**config.mk**
```make
export PLATFORM = sky130hd
export DESIGN_NAME = residual_relu_engine
export DESIGN_NICKNAME = d
export VERILOG_FILES = /design/src/rtl/residual_relu_engine.sv
export SDC_FILE = /design/constraint.sdc
export NUM_CORES = 1
export LEC_CHECK = 0
export CAP_MARGIN = 20
export CORE_MARGIN = 8
export CORE_UTILIZATION = 36
export CTS_BUF_LIST = sky130_fd_sc_hd__clkbuf_4
export DETAILED_ROUTE_END_ITERATION = 8
export PLACE_DENSITY = 0.62
export SLEW_MARGIN = 0
export SYNTH_ARGS = -nofsm -noshare
export SYNTH_HDL_FRONTEND = slang
export SYNTH_SLANG_ARGS = --single-unit
```
**constraint.sdc**
```tcl
create_clock -name clk -period 6.17 [get_ports clk]
set_clock_uncertainty 0.1 [all_clocks]
set_input_delay 1.234 -clock clk [delete_from_list [all_inputs] [get_ports clk]]
set_output_delay 1.234 -clock clk [all_outputs]
set_load 0.01 [all_outputs]
```
**src/rtl/residual_relu_engine.sv**
```systemverilog
// Residual-add / saturate / ReLU engine: streams N psum + residual words from SRAM,
// combines them per lane and writes one result word per clock.

module residual_relu_lane #(
    parameter int PSUM_W     = 16,
    parameter int RES_W      = 4,
    parameter int RES_SIGNED = 0
) (
    input  logic [PSUM_W-1:0] p,
    input  logic [RES_W-1:0]  r,
    input  logic              res_en,
    input  logic              relu_en,
    output logic [PSUM_W-1:0] y,
    output logic              sat
);
    localparam logic [PSUM_W-1:0] MAX_V = {1'b0, {(PSUM_W-1){1'b1}}};
    localparam logic [PSUM_W-1:0] MIN_V = {1'b1, {(PSUM_W-1){1'b0}}};

    logic [PSUM_W:0]   r_ext, s;
    logic [PSUM_W-1:0] c;

    always_comb begin
        r_ext = '0;
        if (res_en) begin
            if (RES_SIGNED != 0) r_ext = {{(PSUM_W+1-RES_W){r[RES_W-1]}}, r};
            else                 r_ext = {{(PSUM_W+1-RES_W){1'b0}}, r};
        end
        s   = {p[PSUM_W-1], p} + r_ext;
        // The extra sign bit disagreeing with the lane MSB means the sum left range.
        sat = s[PSUM_W] ^ s[PSUM_W-1];
        c   = sat ? (s[PSUM_W] ? MIN_V : MAX_V) : s[PSUM_W-1:0];
        y   = (relu_en && c[PSUM_W-1]) ? '0 : c;
    end
endmodule

module residual_relu_engine #(
    parameter int LANES      = 8,
    parameter int PSUM_W     = 16,
    parameter int RES_W      = 4,
    parameter int ADDR_W     = 4,
    parameter int RES_SIGNED = 0
) (
    input  logic                    clk,
    input  logic                    reset,
    input  logic                    start,
    input  logic [ADDR_W:0]         num_words,
    input  logic                    res_en,
    input  logic                    relu_en,
    output logic                    busy,
    output logic                    done,
    output logic                    psum_cen,
    output logic [ADDR_W-1:0]       psum_addr,
    input  logic [LANES*PSUM_W-1:0] psum_q,
    output logic                    res_cen,
    output logic [ADDR_W-1:0]       res_addr,
    input  logic [LANES*RES_W-1:0]  res_q,
    output logic                    out_cen,
    output logic                    out_wen,
    output logic [ADDR_W-1:0]       out_addr,
    output logic [LANES*PSUM_W-1:0] out_d,
    output logic [ADDR_W+3:0]       sat_count
);
    typedef enum logic [1:0] {IDLE, READ, DRAIN, FIN} state_t;
    state_t state, state_nxt;

    logic [ADDR_W:0]                n_q;
    logic                           res_en_q, relu_en_q;
    logic [ADDR_W-1:0]              rd_addr, q_addr;
    logic [1:0]                     vld_pipe;  // [0]: SRAM data valid, [1]: write cycle
    logic                           rd_go, last_rd, accept;
    logic [LANES-1:0][PSUM_W-1:0]   lane_y;
    logic [LANES-1:0]               sat_vec;
    logic [ADDR_W+4:0]              pop, sat_sum;

    assign rd_go   = (state == READ);
    assign last_rd = rd_go && ({1'b0, rd_addr} == n_q - 1'b1);
    assign accept  = (state == IDLE) && start;

    assign busy      = (state == READ) || (state == DRAIN);
    assign done      = (state == FIN);
    assign psum_cen  = ~rd_go;
    assign res_cen   = ~(rd_go && res_en_q);
    assign psum_addr = rd_addr;
    assign res_addr  = rd_addr;
    assign out_cen   = ~vld_pipe[1];
    assign out_wen   = ~vld_pipe[1];

    always_ff @(posedge clk or negedge reset) begin
        if (!reset) state <= IDLE;
        else        state <= state_nxt;
    end

    always_comb begin
        state_nxt = state;
        case (state)
            IDLE:  if (start) state_nxt = (num_words == '0) ? FIN : READ;
            READ:  if (last_rd) state_nxt = DRAIN;
            DRAIN: if (vld_pipe[1] && !vld_pipe[0]) state_nxt = FIN;
            FIN:   state_nxt = IDLE;
            default: state_nxt = IDLE;
        endcase
    end

    genvar j;
    generate
        for (j = 0; j < LANES; j++) begin : g_lane
            residual_relu_lane #(
                .PSUM_W(PSUM_W), .RES_W(RES_W), .RES_SIGNED(RES_SIGNED)
            ) u_lane (
                .p      (psum_q[j*PSUM_W +: PSUM_W]),
                .r      (res_q[j*RES_W +: RES_W]),
                .res_en (res_en_q),
                .relu_en(relu_en_q),
                .y      (lane_y[j]),
                .sat    (sat_vec[j])
            );
        end
    endgenerate

    always_comb begin
        pop = '0;
        for (int k = 0; k < LANES; k++) pop = pop + {{(ADDR_W+4){1'b0}}, sat_vec[k]};
        sat_sum = {1'b0, sat_count} + pop;
    end

    always_ff @(posedge clk or negedge reset) begin
        if (!reset) begin
            n_q       <= '0;
            res_en_q  <= 1'b0;
            relu_en_q <= 1'b0;
            rd_addr   <= '0;
            q_addr    <= '0;
            vld_pipe  <= '0;
            out_addr  <= '0;
            out_d     <= '0;
            sat_count <= '0;
        end else begin
            vld_pipe <= {vld_pipe[0], rd_go};
            if (accept) begin
                n_q       <= num_words;
                res_en_q  <= res_en;
                relu_en_q <= relu_en;
                sat_count <= '0;
                // Empty runs touch no SRAM, so the address keeps its last value.
                if (num_words != '0) rd_addr <= '0;
            end else if (rd_go && !last_rd) begin
                rd_addr <= rd_addr + 1'b1;
            end
            if (rd_go) q_addr <= rd_addr;
            if (vld_pipe[0]) begin
                out_d     <= lane_y;
                out_addr  <= q_addr;
                sat_count <= sat_sum[ADDR_W+4] ? '1 : sat_sum[ADDR_W+3:0];
            end
        end
    end
endmodule

```
==> report_table.html, run 1 <==
<table>
<tr><th>Metric</th><th>Value</th></tr>
<tr><th colspan="2">Finish</th></tr>
<tr><td>Net count, final</td><td>1760</td></tr>
<tr><td>Proportion of layout cells with a drive suffix above 1</td><td>0.1049</td></tr>
<tr><td>Final core occ</td><td>0.5023</td></tr>
<tr><td>Non-Filler Instances</td><td>1950</td></tr>
<tr><td>Number of fillers in the final layout</td><td>roughly 3000</td></tr>
<tr><td>Layout Area Growth over Synthesis</td><td>36.72%</td></tr>
<tr><th colspan="2">Setup path</th></tr>
<tr><td>Library cell appearing most often on the critical path</td><td>sky130_fd_sc_hd__fa_1</td></tr>
<tr><td>Type of destination of the critical path</td><td>flip-flop</td></tr>
<tr><td>Worst reg2reg setup slack</td><td>0.59 ns</td></tr>
<tr><td>Worst Path Max Fanout</td><td>5</td></tr>
<tr><td>Endpoint of the lowest-slack register-to-register path</td><td>sat_count[1]</td></tr>
<tr><td>Highest cell delay on the worst timing path</td><td>0.50 ns</td></tr>
<tr><td>Reg2reg start</td><td>res_en_q</td></tr>
<tr><td>FF-to-FF path depth</td><td>22</td></tr>
<tr><td>Data arrival time at the worst-slack endpoint</td><td>6.33 ns</td></tr>
<tr><td>Critical Path Source</td><td>res_q[0]</td></tr>
<tr><td>Crit path required time</td><td>6.45 ns</td></tr>
<tr><td>Critical setup path kind</td><td>in -&gt; reg</td></tr>
<tr><td>Crit path to</td><td>sat_count[1]</td></tr>
<tr><td>Nature of the critical path startpoint</td><td>input port</td></tr>
<tr><td>List of cells traversed by the critical path</td><td>clkdlybuf4s50_1, and2_1, ha_1, fa_2, a211oi_2, nor3b_2, xor2_1, nor2b_4, fa_1, fa_1, inv_1, fa_1, inv_1, fa_1, fa_1, a21o_1, a21oi_1, nor2b_1, nand4_1, a31oi_1</td></tr>
<tr><td>Critical path's slowest cell</td><td>sky130_fd_sc_hd__fa_1</td></tr>
<tr><th colspan="2">STA</th></tr>
<tr><td>Part of the cycle the worst path needs</td><td>0.9809</td></tr>
<tr><td>Unrepaired setup endpoints after global routing</td><td>no</td></tr>
<tr><td>Final Critical Period</td><td>6.052 ns</td></tr>
<tr><td>Accumulated negative setup slack</td><td>0 ns</td></tr>
<tr><td>Final setup violating endpoints</td><td>0</td></tr>
<tr><td>Final hold violation count</td><td>0</td></tr>
<tr><td>Max Slew Vio Count</td><td>0</td></tr>
<tr><td>Worst-margin pin slew</td><td>between 1 and 1.5 ns</td></tr>
<tr><td>Max Clock Freq</td><td>0.1652 GHz</td></tr>
<tr><td>Max transition margin</td><td>0.3072</td></tr>
<tr><td>Hold Worst Slack</td><td>between 0.4 and 0.5 ns</td></tr>
<tr><th colspan="2">CTS</th></tr>
<tr><td>H-tree lvl count</td><td>4</td></tr>
<tr><td>TritonCTS clock tree</td><td>done</td></tr>
<tr><td>Reg clk slew, reported paths</td><td>around 0.15 ns</td></tr>
<tr><td>CTS sink cnt</td><td>159</td></tr>
<tr><td>Deepest clock path buffer count</td><td>2</td></tr>
<tr><td>CTS root buffer</td><td>sky130_fd_sc_hd__clkbuf_4</td></tr>
<tr><td>Clk_lat worst skew</td><td>0.54 ns</td></tr>
<tr><td>Number of hold buffers added after cts</td><td>0</td></tr>
<tr><td>CTS Buf Count</td><td>17</td></tr>
<tr><th colspan="2">Drt</th></tr>
<tr><td>Number of vias per cell</td><td>approximately 5.5</td></tr>
<tr><td>Sum of routed wire segments on met1</td><td>17.34 mm</td></tr>
<tr><td>Met2 Routed Length</td><td>about 18 mm</td></tr>
<tr><td>Met3 routed WL</td><td>2.624 mm</td></tr>
<tr><td>1st-pass router iterations</td><td>5</td></tr>
<tr><td># DRC</td><td>0</td></tr>
<tr><td>Vias</td><td>10790</td></tr>
<tr><td>Average detailed-routed wire length per instance</td><td>19.89 um</td></tr>
<tr><td>Routed wire length</td><td>38.80 mm</td></tr>
<tr><td>Number of design-rule violations left by the first detailed-router iteration</td><td>658</td></tr>
<tr><td>Top routing layer in use</td><td>met4</td></tr>
<tr><td>Number of antenna-violating nets in the routed design</td><td>0</td></tr>
<tr><th colspan="2">Logic synthesis</th></tr>
<tr><td>Yosys warning total</td><td>0</td></tr>
<tr><td>Nets in the synthesized netlist</td><td>1424</td></tr>
<tr><td>Synthesized area divided by synthesized cell count</td><td>9.421 sq um</td></tr>
<tr><td>Ranking of synthesized cells by area</td><td>sky130_fd_sc_hd__dfrtp_1, sky130_fd_sc_hd__a21oi_1, sky130_fd_sc_hd__ha_1, sky130_fd_sc_hd__nand2_1, sky130_fd_sc_hd__a22oi_1</td></tr>
<tr><td>Count of distinct cell types in the synthesized netlist</td><td>95</td></tr>
<tr><td>Most frequent cell after synthesis</td><td>sky130_fd_sc_hd__dfrtp_1</td></tr>
<tr><td>Most used flip-flop cell after synthesis</td><td>sky130_fd_sc_hd__dfrtp_1</td></tr>
<tr><td>Cell area after technology mapping</td><td>around 11000 sq um</td></tr>
<tr><td>Gate count after technology mapping</td><td>roughly 1200</td></tr>
<tr><td>Synth async-reset ratio</td><td>1.000</td></tr>
<tr><td>Number of enable flip-flop cells after synthesis</td><td>0</td></tr>
<tr><td>Fraction of post-synthesis cell area in the top cell type by area</td><td>0.3531</td></tr>
<tr><td>Share of the yosys chip area belonging to registers</td><td>0.3531</td></tr>
<tr><td>Synth cell count leaders</td><td>sky130_fd_sc_hd__dfrtp_1, sky130_fd_sc_hd__nand2_1, sky130_fd_sc_hd__a21oi_1, sky130_fd_sc_hd__a22oi_1, sky130_fd_sc_hd__ha_1</td></tr>
<tr><td>Count of state elements after synthesis</td><td>~160</td></tr>
<tr><td>Largest area contributor in the synthesized netlist</td><td>sky130_fd_sc_hd__dfrtp_1</td></tr>
<tr><th colspan="2">Die</th></tr>
<tr><td>Die H</td><td>192.9 um</td></tr>
<tr><td>Die X-Extent</td><td>about 190 um</td></tr>
<tr><td>Standard cell core area</td><td>30670 sq um</td></tr>
<tr><td>Count of boundary I/O pins</td><td>between 300 and 400</td></tr>
<tr><td>Initial core utilization</td><td>0.3674</td></tr>
<tr><td>Die area</td><td>37210 sq um</td></tr>
<tr><td>Placement Rows</td><td>64</td></tr>
<tr><th colspan="2">Global routing</th></tr>
<tr><td>GRT Residual Overflow</td><td>0</td></tr>
<tr><td>Total Routing Usage GR</td><td>0.2020</td></tr>
<tr><td>Number of antenna violations at the first check in global routing</td><td>9</td></tr>
<tr><td>Wire length of the first global-routing pass</td><td>59.71 mm</td></tr>
<tr><td>Number of global-route vias before repair</td><td>10510</td></tr>
<tr><td>Pin count of the biggest net entering global routing</td><td>93</td></tr>
<tr><th colspan="2">Worst hold path</th></tr>
<tr><td>Classification of the worst-slack hold path</td><td>reg -&gt; reg</td></tr>
<tr><td>Hold Startpoint</td><td>out_d[27]</td></tr>
<tr><th colspan="2">Pwr</th></tr>
<tr><td>Static leakage</td><td>between 6 and 7 nW</td></tr>
<tr><td>Ratio of total power to cell area</td><td>132.3 nW/um^2</td></tr>
<tr><td>Peak supply drop</td><td>0.00008875 V</td></tr>
<tr><th colspan="2">Run status</th></tr>
<tr><td>Outcome</td><td>complete, no violations</td></tr>
<tr><th colspan="2">Place</th></tr>
<tr><td>Cell Count Post-Placement</td><td>1908</td></tr>
<tr><td>Gp weighted congestion</td><td>0.8875</td></tr>
<tr><td>IO buf count</td><td>323</td></tr>
<tr><td>Dpl hpwl</td><td>a little under 30 mm</td></tr>
<tr><th colspan="2">Run</th></tr>
<tr><td>Count of maximum capacitance violations</td><td>0</td></tr>
</table>
==> metal layers <==
layer  vias to the layer above  global-route usage
met1                      5239              0.2715
met2                       306              0.3132
met5                         -                   0
li1                       5200                   -
met3                        43             0.04969
met4                         0             0.07055
==> cells by family after synthesis <==
kind of cell	after synthesis	synth area share
AND/OR/NAND/NOR	392	0.1921
flip-flops	159	0.3531
multiplexers	18	0.01766
AO/OA/AOI/OAI	411	0.2713
adder cells (fa/ha/maj)	58	0.07307
buffers and inverters	93	0.04087
XOR/XNOR	65	0.05186
==> area by class of cell <==
cell class,count,area [sq um],share of cell area
Inverter,37,143.9,0.009340
Tap cell,396,495.5,0.03216
Clock buffer,20,150.1,0.009747
Sequential cell,159,3980,0.2584
Antenna cell,9,22.52,0.001462
Multi-Input combinational cell,944,6843,0.4442
Timing Repair Buffer,373,3610,0.2343
Clock inverter,12,160.2,0.01040
==> through the flow <==
| stage | setup slack, ns | area (sq um) | power, W |
|---|---|---|---|
| after floorplan | 0.1766 | 11270 | 0.001151 |
| after global placement | -0.5066 | 15050 | 0.001343 |
| after detailed placement | -0.5970 | 15050 | 0.001345 |
| after CTS | 0.1037 | 15360 | 0.002076 |
| after global routing | 0.01264 | 15400 | 0.002139 |
| final | 0.1181 | 15400 | 0.002039 |
==> registers in the layout (all words and copies together), names as in the netlist, 2 cells and up <==
signal,cells
out_addr,4
n_q,5
psum_addr,4
q_addr,4
vld_pipe,2
sat_count,8
state,2
out_d,128
==> cells in the final DEF, fill, tap and decap left out, types with 25 or more instances in the layout <==
master	n
sky130_fd_sc_hd__clkdlybuf4s50_1	322
sky130_fd_sc_hd__dfrtp_1	158
sky130_fd_sc_hd__nand2_1	125
sky130_fd_sc_hd__a21oi_1	117
sky130_fd_sc_hd__a22oi_1	50
sky130_fd_sc_hd__buf_4	50
sky130_fd_sc_hd__ha_1	45
sky130_fd_sc_hd__nor2_1	38
sky130_fd_sc_hd__xor2_1	38
sky130_fd_sc_hd__and2_1	37
sky130_fd_sc_hd__inv_1	36
sky130_fd_sc_hd__nand3_1	35
sky130_fd_sc_hd__o2bb2ai_1	34
sky130_fd_sc_hd__nor3_1	32
sky130_fd_sc_hd__nand4_1	25
sky130_fd_sc_hd__xnor2_1	25
==> timing repair <==
item,CTS,global route
pin swaps,0,3
cloned,0,0
setup endpoints to repair,1,6
resized for setup,1,3
setup buffers,0,1
==> worst max-delay path, delay by kind of cell <==
family          cells  cell delay (ns)
xor+xnor            1             0.20
simple gates        5             0.80
fa+ha+maj           7             2.79
buf+inv             3             0.49
compound gates      4             0.80
==> worst min-delay path by stage <==
stage	endpoint	slack (ns)	cells after the start
after floorplan	vld_pipe[1]	0.25	0
after global placement	out_d[15]	0.37	1
after detailed placement	out_d[98]	0.37	1
after CTS	out_d[27]	0.41	1
after global routing	out_d[99]	0.42	1
final	out_d[27]	0.40	1
==> report_power, final <==
part	switching (W)	total, W	internal (W)
Combinational	0.000127	0.000277	0.000149
Sequential	0.00000264	0.00105	0.00105
Clock	0.000414	0.000712	0.000298
Total	0.000544	0.00204	0.00149
Power figures use the tool's default switching activity.
==> run 2: changes to the inputs <==
ABC_CLOCK_PERIOD_IN_PS = 6170   (was not set)
PLACE_DENSITY = 0.64   (was 0.62)
==> report_table.html, run 2 (synthesized netlist as in run 1, its figures left out) <==
<table>
<tr><th>Metric</th><th>Value</th></tr>
<tr><th colspan="2">Drt</th></tr>
<tr><td>Number of vias per cell</td><td>~5.6</td></tr>
<tr><td># DRC</td><td>0</td></tr>
<tr><td>1st-pass router iterations</td><td>5</td></tr>
<tr><td>Number of antenna-violating nets in the routed design</td><td>0</td></tr>
<tr><td>Number of design-rule violations left by the first detailed-router iteration</td><td>638</td></tr>
<tr><td>Average detailed-routed wire length per instance</td><td>20.12 um</td></tr>
<tr><td>Vias</td><td>10840</td></tr>
<tr><td>Routed wire length</td><td>39.14 mm</td></tr>
<tr><th colspan="2">STA</th></tr>
<tr><td>Unrepaired setup endpoints after global routing</td><td>no</td></tr>
<tr><td>Max Slew Vio Count</td><td>0</td></tr>
<tr><td>Max Clock Freq</td><td>0.1688 GHz</td></tr>
<tr><td>Part of the cycle the worst path needs</td><td>0.9603</td></tr>
<tr><td>Final Critical Period</td><td>5.925 ns</td></tr>
<tr><td>Final setup violating endpoints</td><td>0</td></tr>
<tr><td>Worst-margin pin slew</td><td>between 0.9 and 1 ns</td></tr>
<tr><td>Max transition margin</td><td>0.3361</td></tr>
<tr><td>Final hold violation count</td><td>0</td></tr>
<tr><th colspan="2">Pwr</th></tr>
<tr><td>Clock power frac</td><td>0.348</td></tr>
<tr><td>Cell internal pwr</td><td>approximately 0.0015 W</td></tr>
<tr><td>Peak supply drop</td><td>0.00009217 V</td></tr>
<tr><td>Sw power</td><td>around 0.00055 W</td></tr>
<tr><td>Fraction of power consumed by combinational cells</td><td>0.137</td></tr>
<tr><td>Ratio of total power to cell area</td><td>132.2 nW/um^2</td></tr>
<tr><td>Sw Share</td><td>0.2686</td></tr>
<tr><td>Sequential group share of total power</td><td>0.516</td></tr>
<tr><td>Static leakage</td><td>6.506 nW</td></tr>
<tr><th colspan="2">Global routing</th></tr>
<tr><td>Total Routing Usage GR</td><td>0.2032</td></tr>
<tr><td>Number of global-route vias before repair</td><td>10700</td></tr>
<tr><td>Most congested layer reported by global routing</td><td>met2</td></tr>
<tr><td>GRT Residual Overflow</td><td>0</td></tr>
<tr><td>Pin count of the biggest net entering global routing</td><td>105</td></tr>
<tr><td>Met1 layer usage reported by global route</td><td>0.2651</td></tr>
<tr><td>Met2 global-route usage</td><td>0.3260</td></tr>
<tr><td>M3 GR Usage</td><td>0.05132</td></tr>
<tr><td>Number of antenna violations at the first check in global routing</td><td>7</td></tr>
<tr><td>Wire length of the first global-routing pass</td><td>59.92 mm</td></tr>
<tr><th colspan="2">Setup path</th></tr>
<tr><td>List of cells traversed by the critical path</td><td>clkdlybuf4s50_1, and2_1, ha_2, fa_2, a211oi_2, nor3b_2, xor2_1, nor2b_2, buf_4, fa_1, fa_1, inv_1, fa_1, inv_1, fa_2, fa_2, a21o_1, a21oi_2, nor2b_2, nand4_1, a311oi_1</td></tr>
<tr><td>Worst Path Buf+Inv</td><td>4</td></tr>
<tr><td>Critical setup path kind</td><td>in -&gt; reg</td></tr>
<tr><td>Data arrival time at the worst-slack endpoint</td><td>6.23 ns</td></tr>
<tr><td>Worst Path Max Fanout</td><td>5</td></tr>
<tr><td>Crit path required time</td><td>6.47 ns</td></tr>
<tr><td>Critical path's slowest cell</td><td>sky130_fd_sc_hd__fa_1</td></tr>
<tr><td>Nature of the critical path startpoint</td><td>input port</td></tr>
<tr><td>Type of destination of the critical path</td><td>flip-flop</td></tr>
<tr><td>Highest cell delay on the worst timing path</td><td>0.50 ns</td></tr>
<tr><td>Cell type group with the largest total delay on the critical path</td><td>adder cells</td></tr>
<tr><th colspan="2">Worst hold path</th></tr>
<tr><td>Classification of the worst-slack hold path</td><td>reg -&gt; reg</td></tr>
<tr><th colspan="2">Finish</th></tr>
<tr><td>Layout Area Growth over Synthesis</td><td>36.65%</td></tr>
<tr><td>Proportion of layout cells with a drive suffix above 1</td><td>0.1075</td></tr>
<tr><td>Top library cells by usage in the layout, fill and taps aside</td><td>sky130_fd_sc_hd__clkdlybuf4s50_1, sky130_fd_sc_hd__dfrtp_1, sky130_fd_sc_hd__nand2_1</td></tr>
<tr><td>Number of flip-flops under the largest register name</td><td>128</td></tr>
<tr><td>Net count, final</td><td>1760</td></tr>
<tr><td>Registers with the highest flip-flop counts</td><td>out_d (128), sat_count (8), n_q (5)</td></tr>
<tr><td>Most common library cell in the layout ignoring fill and taps</td><td>sky130_fd_sc_hd__clkdlybuf4s50_1</td></tr>
<tr><td>Most flop-heavy register</td><td>out_d</td></tr>
<tr><td>Final core occ</td><td>0.5020</td></tr>
<tr><td>Post-Layout Inst Area</td><td>15400 sq um</td></tr>
<tr><th colspan="2">Die</th></tr>
<tr><td>Placement Rows</td><td>64</td></tr>
<tr><td>Count of boundary I/O pins</td><td>324</td></tr>
<tr><td>Initial core utilization</td><td>0.3674</td></tr>
<tr><td>Standard cell core area</td><td>30670 sq um</td></tr>
<tr><td>Die H</td><td>192.9 um</td></tr>
<tr><td>Die area</td><td>37210 sq um</td></tr>
<tr><td>Die X-Extent</td><td>a little under 200 um</td></tr>
<tr><th colspan="2">CTS</th></tr>
<tr><td>TritonCTS clock tree</td><td>done</td></tr>
<tr><td>Number of hold buffers added after cts</td><td>0</td></tr>
<tr><td>CTS root buffer</td><td>sky130_fd_sc_hd__clkbuf_4</td></tr>
<tr><td>Reg clk slew, reported paths</td><td>0.15 ns</td></tr>
<tr><td>Clk_lat worst skew</td><td>0.55 ns</td></tr>
<tr><td>CTS sink cnt</td><td>159</td></tr>
<tr><td>Deepest clock path buffer count</td><td>2</td></tr>
<tr><td>CTS Buf Count</td><td>17</td></tr>
<tr><td>H-tree lvl count</td><td>4</td></tr>
<tr><th colspan="2">Place</th></tr>
<tr><td>IO buf count</td><td>323</td></tr>
<tr><td>Placed inst area</td><td>15050 sq um</td></tr>
<tr><td>Dpl hpwl</td><td>29.45 mm</td></tr>
<tr><td>Gp weighted congestion</td><td>0.8851</td></tr>
<tr><th colspan="2">Run status</th></tr>
<tr><td>Outcome</td><td>complete, no violations</td></tr>
<tr><th colspan="2">Run</th></tr>
<tr><td>Count of maximum capacitance violations</td><td>0</td></tr>
</table>
==> run 2: final timing paths <==
| kind | startpoint | to | slack (ns) | cells past startpoint |
|---|---|---|---|---|
| hold / removal | out_d[103] | out_d[103] | 0.41 | 2 |
| min in group asynchronous | reset | vld_pipe[1] | 0.61 | 1 |
| setup reg to reg | res_en_q | sat_count[5] | 0.78 | 21 |
| max in group asynchronous | reset | out_d[80] | 4.06 | 2 |
| hold reg to reg | out_d[103] | out_d[103] | 0.41 | 2 |
| setup / recovery | res_q[0] | sat_count[5] | 0.24 | 21 |
==> run 2: metal layers <==
metal	share of wire	vias to the layer above
met5	0.00059	-
met4	0.019	4
met3	0.067	46
met2	0.47	300
met1	0.44	5296
li1	-	5198
==> run 2: repair_timing <==
item                                   4_1_cts  5_1_grt
setup endpoints to repair                    0        8
setup buffers                                0        1
endpoints found under the hold margin        0        0
gates resized for setup                      0        8
==> run 2: layout make-up <==
type | count | area, sq um
clock inverters | 12 | 160.2
diodes | 5 | 12.51
inverters | 37 | 143.9
repair buffers | 373 | 3610
multi-input cells | 944 | 6852
clock buffers | 19 | 142.6
fillers | 2965 | 15270
well taps | 396 | 495.5
flip-flops and latches | 159 | 3980
==> run 2: power groups by stage <==
stage | Combinational, W | Sequential (W) | Clock, W
detailed placement | 0.000277 | 0.00107 | 0
finish | 0.000278 | 0.00105 | 0.000708
global placement | 0.000274 | 0.00107 | 0
floorplan | 0.0000806 | 0.00107 | 0
CTS | 0.000279 | 0.00105 | 0.000743
global route | 0.000303 | 0.00105 | 0.000779
==> run 2: worst register-to-register path: cells and delay by family, from the launching register on <==
| kind | cells | cell delay, ns |
|---|---|---|
| buf+inv | 4 | 0.48 |
| compound gates | 5 | 1.00 |
| xor+xnor | 1 | 0.16 |
| fa+ha+maj | 6 | 2.40 |
| simple gates | 5 | 0.59 |
| flops | 1 | 0.54 |
==> run 2: per-stage QoR <==
stage | total power, W | instances | TNS, ns | hold slack, ns | worst slack (ns)
after global placement | 0.001343 | 1908 | -3.059 | 0.3703 | -0.4320
final | 0.002035 | 1945 | 0 | 0.4070 | 0.2449
after floorplan | 0.001151 | 1196 | 0 | 0.2487 | 0.1766
after global routing | 0.002133 | 1945 | 0 | 0.4220 | 0.03406
after detailed placement | 0.001346 | 1908 | -3.576 | 0.3728 | -0.5048
after CTS | 0.002072 | 1939 | 0 | 0.4105 | 0.1130
